File: config.mk
export PLATFORM = sky130hd
export DESIGN_NAME = bcd_timekeeper
export DESIGN_NICKNAME = d
export VERILOG_FILES = /design/src/rtl/bcd_timekeeper.sv
export SDC_FILE = /design/constraint.sdc
export NUM_CORES = 1
export LEC_CHECK = 0
export CORE_MARGIN = 1
export CORE_UTILIZATION = 39
export DETAILED_ROUTE_END_ITERATION = 10
export PLACE_DENSITY = 0.68
export RECOVER_POWER = 100
export SLEW_MARGIN = 20
export SYNTH_ARGS = -nofsm -noshare
export SYNTH_HDL_FRONTEND = slang
export SYNTH_SLANG_ARGS = --single-unit
File: constraint.sdc
create_clock -name hundred_clk -period 2.27 [get_ports hundred_clk]
set_clock_uncertainty 0.2 [all_clocks]
set_input_delay 0.454 -clock hundred_clk [delete_from_list [all_inputs] [get_ports hundred_clk]]
set_output_delay 0.454 -clock hundred_clk [all_outputs]
set_load 0.1 [all_outputs]
File: src/rtl/bcd_timekeeper.sv
// bcd_timekeeper: BCD real-time clock with a prescaled seconds tick, a
// three-state time-set handshake and an optional alarm.
//
// Optional feature macro: RTC_ALARM_EN. When it is defined, the alarm
// registers and the alarm output are present. When it is undefined, alarm is
// tied 0 and the al_* inputs are ignored.
//
// Ports
//   hundred_clk              sole clock
//   rst                      synchronous, active-low reset
//   run                      1 = prescaler and time advance, 0 = frozen
//   hrm,hrl,minm,minl,       BCD time digits
//   secm,secl
//   pm                       PM flag (12-hour build only, else 0)
//   sec_pulse                one-cycle pulse when new seconds are registered
//   ld_valid,ld_hr,ld_min,   time-set request (BCD); ld_pm used in 12-hour build
//   ld_sec,ld_pm
//   ld_ready                 high while the set FSM is idle
//   ld_err                   one-cycle pulse when a requested time is rejected
//   al_wr,al_hr,al_min,      alarm programming, acknowledge and status
//   al_pm,al_on,al_ack,alarm
module bcd_timekeeper #(
  parameter int TICKS_PER_SEC = 100,
  parameter bit HOUR_24       = 1'b1
) (
  input  logic       hundred_clk,
  input  logic       rst,
  input  logic       run,
  output logic [3:0] hrm,
  output logic [3:0] hrl,
  output logic [3:0] minm,
  output logic [3:0] minl,
  output logic [3:0] secm,
  output logic [3:0] secl,
  output logic       pm,
  output logic       sec_pulse,
  input  logic       ld_valid,
  input  logic [7:0] ld_hr,
  input  logic [7:0] ld_min,
  input  logic [7:0] ld_sec,
  input  logic       ld_pm,
  output logic       ld_ready,
  output logic       ld_err,
  input  logic       al_wr,
  input  logic [7:0] al_hr,
  input  logic [7:0] al_min,
  input  logic       al_pm,
  input  logic       al_on,
  input  logic       al_ack,
  output logic       alarm
);

  localparam logic [15:0] TERM = 16'(TICKS_PER_SEC - 1);

  typedef enum logic [1:0] {IDLE, CHECK, COMMIT} state_t;
  state_t state, state_nxt;

  logic [15:0] cnt;
  logic        tick;
  logic        pm_r;
  logic [7:0]  cap_hr, cap_min, cap_sec;
  logic        cap_pm, cap_ok;
  logic        load;
  logic [3:0]  n_hrm, n_hrl, n_minm, n_minl, n_secm, n_secl;
  logic        n_pm;

  function automatic logic time_ok(input logic [7:0] h, input logic [7:0] m,
                                   input logic [7:0] s);
    logic ok;
    ok = (h[7:4] <= 4'd9) && (h[3:0] <= 4'd9) &&
         (m[7:4] <= 4'd5) && (m[3:0] <= 4'd9) &&
         (s[7:4] <= 4'd5) && (s[3:0] <= 4'd9);
    if (HOUR_24)
      ok = ok && ((h[7:4] < 4'd2) || (h[7:4] == 4'd2 && h[3:0] <= 4'd3));
    else
      ok = ok && ((h[7:4] == 4'd0 && h[3:0] != 4'd0) ||
                  (h[7:4] == 4'd1 && h[3:0] <= 4'd2));
    return ok;
  endfunction

  // The terminal prescaler cycle is the seconds tick.
  assign tick     = run && (cnt == TERM);
  assign load     = (state == COMMIT) && cap_ok;
  assign ld_err   = (state == COMMIT) && !cap_ok;
  assign ld_ready = (state == IDLE);
  assign pm       = HOUR_24 ? 1'b0 : pm_r;

  // Set FSM
  always_ff @(posedge hundred_clk) begin
    if (!rst) state <= IDLE;
    else      state <= state_nxt;
  end

  always_comb begin
    state_nxt = state;
    case (state)
      IDLE:    if (ld_valid) state_nxt = CHECK;
      CHECK:   state_nxt = COMMIT;
      COMMIT:  state_nxt = IDLE;
      default: state_nxt = IDLE;
    endcase
  end

  // Capture and validation; only meaningful while the FSM is busy, so no reset.
  always_ff @(posedge hundred_clk) begin
    if (state == IDLE && ld_valid) begin
      cap_hr  <= ld_hr;
      cap_min <= ld_min;
      cap_sec <= ld_sec;
      cap_pm  <= ld_pm;
    end
    if (state == CHECK) cap_ok <= time_ok(cap_hr, cap_min, cap_sec);
  end

  // Next time after one second: BCD carry cascade.
  always_comb begin
    n_hrm  = hrm;
    n_hrl  = hrl;
    n_minm = minm;
    n_minl = minl;
    n_secm = secm;
    n_secl = secl;
    n_pm   = pm_r;
    if (secl != 4'd9) n_secl = secl + 4'd1;
    else begin
      n_secl = 4'd0;
      if (secm != 4'd5) n_secm = secm + 4'd1;
      else begin
        n_secm = 4'd0;
        if (minl != 4'd9) n_minl = minl + 4'd1;
        else begin
          n_minl = 4'd0;
          if (minm != 4'd5) n_minm = minm + 4'd1;
          else begin
            n_minm = 4'd0;
            if (HOUR_24) begin
              if (hrm == 4'd2 && hrl == 4'd3) begin
                n_hrm = 4'd0;
                n_hrl = 4'd0;
              end else if (hrl == 4'd9) begin
                n_hrm = hrm + 4'd1;
                n_hrl = 4'd0;
              end else n_hrl = hrl + 4'd1;
            end else begin
              // 12 -> 01 keeps pm; 11 -> 12 flips it.
              if (hrm == 4'd1 && hrl == 4'd2) begin
                n_hrm = 4'd0;
                n_hrl = 4'd1;
              end else if (hrm == 4'd1 && hrl == 4'd1) begin
                n_hrl = 4'd2;
                n_pm  = ~pm_r;
              end else if (hrl == 4'd9) begin
                n_hrm = 4'd1;
                n_hrl = 4'd0;
              end else n_hrl = hrl + 4'd1;
            end
          end
        end
      end
    end
  end

  // Prescaler and time registers; a valid commit overrides any tick.
  always_ff @(posedge hundred_clk) begin
    if (!rst) begin
      cnt       <= 16'd0;
      sec_pulse <= 1'b0;
      hrm       <= HOUR_24 ? 4'd0 : 4'd1;
      hrl       <= HOUR_24 ? 4'd0 : 4'd2;
      minm      <= 4'd0;
      minl      <= 4'd0;
      secm      <= 4'd0;
      secl      <= 4'd0;
      pm_r      <= 1'b0;
    end else begin
      sec_pulse <= tick && !load;
      if (load) begin
        cnt  <= 16'd0;
        hrm  <= cap_hr[7:4];
        hrl  <= cap_hr[3:0];
        minm <= cap_min[7:4];
        minl <= cap_min[3:0];
        secm <= cap_sec[7:4];
        secl <= cap_sec[3:0];
        pm_r <= HOUR_24 ? 1'b0 : cap_pm;
      end else begin
        if (run) cnt <= tick ? 16'd0 : cnt + 16'd1;
        if (tick) begin
          hrm  <= n_hrm;
          hrl  <= n_hrl;
          minm <= n_minm;
          minl <= n_minl;
          secm <= n_secm;
          secl <= n_secl;
          pm_r <= n_pm;
        end
      end
    end
  end

`ifdef RTC_ALARM_EN
  logic [7:0] al_hr_r, al_min_r;
  logic       al_pm_r, al_on_r;
  logic       al_match;

  // Compared against the time about to be registered by the tick.
  assign al_match = al_on_r && ({n_hrm, n_hrl} == al_hr_r) &&
                    ({n_minm, n_minl} == al_min_r) &&
                    (n_secm == 4'd0) && (n_secl == 4'd0) &&
                    (HOUR_24 || (n_pm == al_pm_r));

  always_ff @(posedge hundred_clk) begin
    if (!rst) begin
      al_hr_r  <= 8'd0;
      al_min_r <= 8'd0;
      al_pm_r  <= 1'b0;
      al_on_r  <= 1'b0;
      alarm    <= 1'b0;
    end else begin
      if (al_wr) begin
        al_hr_r  <= al_hr;
        al_min_r <= al_min;
        al_pm_r  <= al_pm;
        al_on_r  <= al_on;
      end
      if (tick && !load && al_match) alarm <= 1'b1;
      else if (al_ack)               alarm <= 1'b0;
    end
  end
`else
  logic unused_alarm_inputs;
  assign unused_alarm_inputs = ^{al_wr, al_hr, al_min, al_pm, al_on, al_ack};
  assign alarm = 1'b0;
`endif

endmodule

==> key figures <==
Detailed routing
  • DRC Markers: 0
  • DRT antenna net count: 0
  • Total wire length: between 7000 and 8000 um
  • Vias/cell: between 5 and 6
  • Via count: between 2000 and 3000
  • First drt pass iteration count: 6
  • Iteration-0 DRC Markers: ~190
  • WL per Instance: 13.92 um

Worst setup path
  • Worst EP arrival: 2.22 ns
  • Worst-path fanout max: 5
  • Reg2Reg Depth: 6
  • CP startpoint kind: flip-flop
  • R2r startpoint: cnt[0]
  • CP endpoint kind: flip-flop
  • Reg-to-reg critical path endpoint: secm[1]
  • Critical path required time: roughly 2.4 ns
  • Kind of critical path: flip-flop to flip-flop
  • R2R setup slack: 0.13 ns

Logic synthesis
  • Top_reg_cell synth: dfxtp_1
  • Largest cells by area after synthesis: dfxtp_1 (27%), edfxtp_1 (23%), o21ai_0 (4.1%)
  • Ys async rst share: 0
  • Synthesis-stage register bit count: 68
  • Mean area per synthesized cell: between 9 and 10 um^2
  • Yosys cell types: 52
  • Area share of the largest cell type after synthesis: 0.2682
  • Area leader, netlist: dfxtp_1
  • Synthesized cell area: 0.003209 mm^2
  • Post-synthesis sequential area ratio: 0.5021
  • Post-Synthesis Cells: 323
  • Yosys warnings: 0
  • Post-synth EDFFs: 25

CTS
  • CTS Buffer Depth: 2
  • Root Buffer Master: clkbuf_8
  • H-tree depth: 3
  • CTS clk-pin slew, worst paths: about 0.080 ns
  • CTS tree: built
  • Clock tree sinks: between 60 and 70
  • Cts hold-fix bufs: 0
  • Clk_lat worst skew: between 0.3 and 0.4 ns
  • CTS buffer count: 9

Cells and area
  • Layout cells sized above 1: 0.2376
  • Post-layout nets: roughly 450
  • Commonest non-fill, non-tap cell in the layout: nor2_1
  • Synth-to-layout area growth: 29.67%
  • Most frequent cells in the layout: nor2_1 (29), clkbuf_2 (27), o21ai_0 (26), edfxtp_1 (25), dlygate4sd3_1 (25)
  • Antenna cell count: 0
  • Util after Layout: 0.5303

STA
  • RSZ-0062 raised after global routing: false
  • Slew @ Worst Pin: ~0.58 ns
  • Slew HR: 0.6166
  • Setup Viol. Count Final: 0
  • Final Max Slew Viols: 0
  • Fmax: 0.4670 GHz
  • Setup TNS: 0 ns
  • Final hold vios: 0
  • Post-layout min period: roughly 2.1 ns
  • Final Cycle Share: 0.9433

Die
  • Die Wd: a little over 90 um
  • Die height: 92.72 um
  • Placement Rows: 32
  • Total I/O pin count: between 70 and 80
  • Core Box Area: a little under 0.008 mm^2
  • Die area: between 0.008 and 0.009 mm^2
  • Starting Density: 0.4090

Placement
  • Post-DP HPWL: around 5000 um
  • Port-buffer cells: 54
  • Placer Congestion: 0.8429

Pwr
  • Final Power: 2.580 mW
  • P per Cell Area: 620.0 mW/mm^2
  • LEAKAGE: between 1.5 and 2 nW
  • Maximum VDD drop: 0.0004419 V

Global route
  • GRT overflow: 0
  • Vias in the first global route: between 2000 and 3000
  • Initial antenna violation count: 0
  • Global-route wire length before repair: 11970 um
  • GRT Overall Usage: 0.1820
  • Largest net degree at the start of global routing: 34

Min path
  • Hold Path End: cnt[1]
  • Cells on Worst Hold Path: 2
  • Hold Startpoint: cnt[1]
  • Hold Path Class: flip-flop to flip-flop

Outcome
  • Outcome: finished, final reports clean

Flow run
  • MaxCap Viol Count: 0
==> state kept, by name, summed over array words and instances (netlist names) <==
signal / cells
state: 2
secm: 4
secl: 4
cap_ok: 1
cap_min: 8
minm: 4
hrm: 4
cap_sec: 8
sec_pulse: 1
cnt: 16
cap_hr: 8
hrl: 4
minl: 4
==> cell type report <==
type                            instances  area (um^2)
Fill cell                             756         3686
Inverter                                9        33.78
Timing Repair Buffer                   80        633.1
Sequential cell                        68         1655
Clock buffer                            9        123.9
Tap cell                              102        127.6
Multi-Input combinational cell        231         1508
Clock inverter                          7        80.08
==> per-stage QoR <==
step / cells / area [um^2] / worst slack (ns) / hold WS [ns]
after floorplan: 324 / 3271 / -0.01587 / 0.2674
after global placement: 488 / 4056 / -0.2744 / 0.2848
after detailed placement: 488 / 4056 / -0.3183 / 0.2906
after CTS: 504 / 4260 / 0.02962 / 0.3021
after global routing: 506 / 4161 / 0.01628 / 0.3165
final: 506 / 4161 / 0.1286 / 0.2879
==> timing repair <==
| item | CTS | global route |
|---|---|---|
| resized for setup | 0 | 9 |
| buffers inserted | 0 | 2 |
| setup endpoints to repair | 0 | 6 |
==> how the worst max path moves through the flow <==
stage	start	to	slack [ns]	depth (start not counted)
after floorplan	state[1]	ld_err	-0.02	1
final	cnt[0]	secm[1]	0.13	6
after global routing	cnt[0]	hrm[0]	0.02	8
after detailed placement	run	minl[1]	-0.32	6
after CTS	cnt[0]	minl[1]	0.03	6
after global placement	run	hrm[2]	-0.27	7
==> cell families after synthesis <==
logic type,count (synthesis),synth area share
xor gates and xnor gates,23,0.06277
DFF,68,0.5021
adders and majority gates,5,0.01949
other,1,0.001168
and+or+nand+nor,126,0.2366
AOI/OAI and AO/OA,72,0.1361
muxes,3,0.009357
buffers and inverters,25,0.03235
==> worst max-delay path, stage by stage, from the launching register on <==
cell     delay (ns)
dfxtp_4        0.36
ha_1           0.17
and4_4         0.24
nand4_4        0.15
or2_0          0.29
or4_1          0.49
a31oi_1        0.17
==> routing by layer <==
metal | global-route usage | vias up | share of wire
li1 | - | 1340 | -
met1 | 0.2369 | 1227 | 0.47
met2 | 0.2809 | 65 | 0.47
met3 | 0.05747 | 12 | 0.046
met4 | 0.07179 | 0 | 0.016
met5 | 0 | - | 0
==> Yosys cell counts, drive strengths merged, types with 3 or more instances <==
cell	number
a211oi	3
a21oi	21
a31oi	3
and3	7
buf	3
clkbuf	13
dfxtp	43
edfxtp	25
ha	5
inv	9
mux2i	3
nand2	18
nand3	10
nand3b	4
nand4	13
nor2	29
nor2b	7
nor3	6
nor3b	5
nor4	9
nor4bb	4
o21ai	26
o31ai	3
or4	3
xnor2	9
xor2	14
==> power by group <==
part           leakage (nW)  switching [mW]  internal (mW)  total, mW
combinational         0.847           0.146         0.0741      0.220
clock                0.0973           0.505          0.522       1.03
sequential            0.600          0.0301           1.30       1.33
Power figures use the tool's default switching activity.
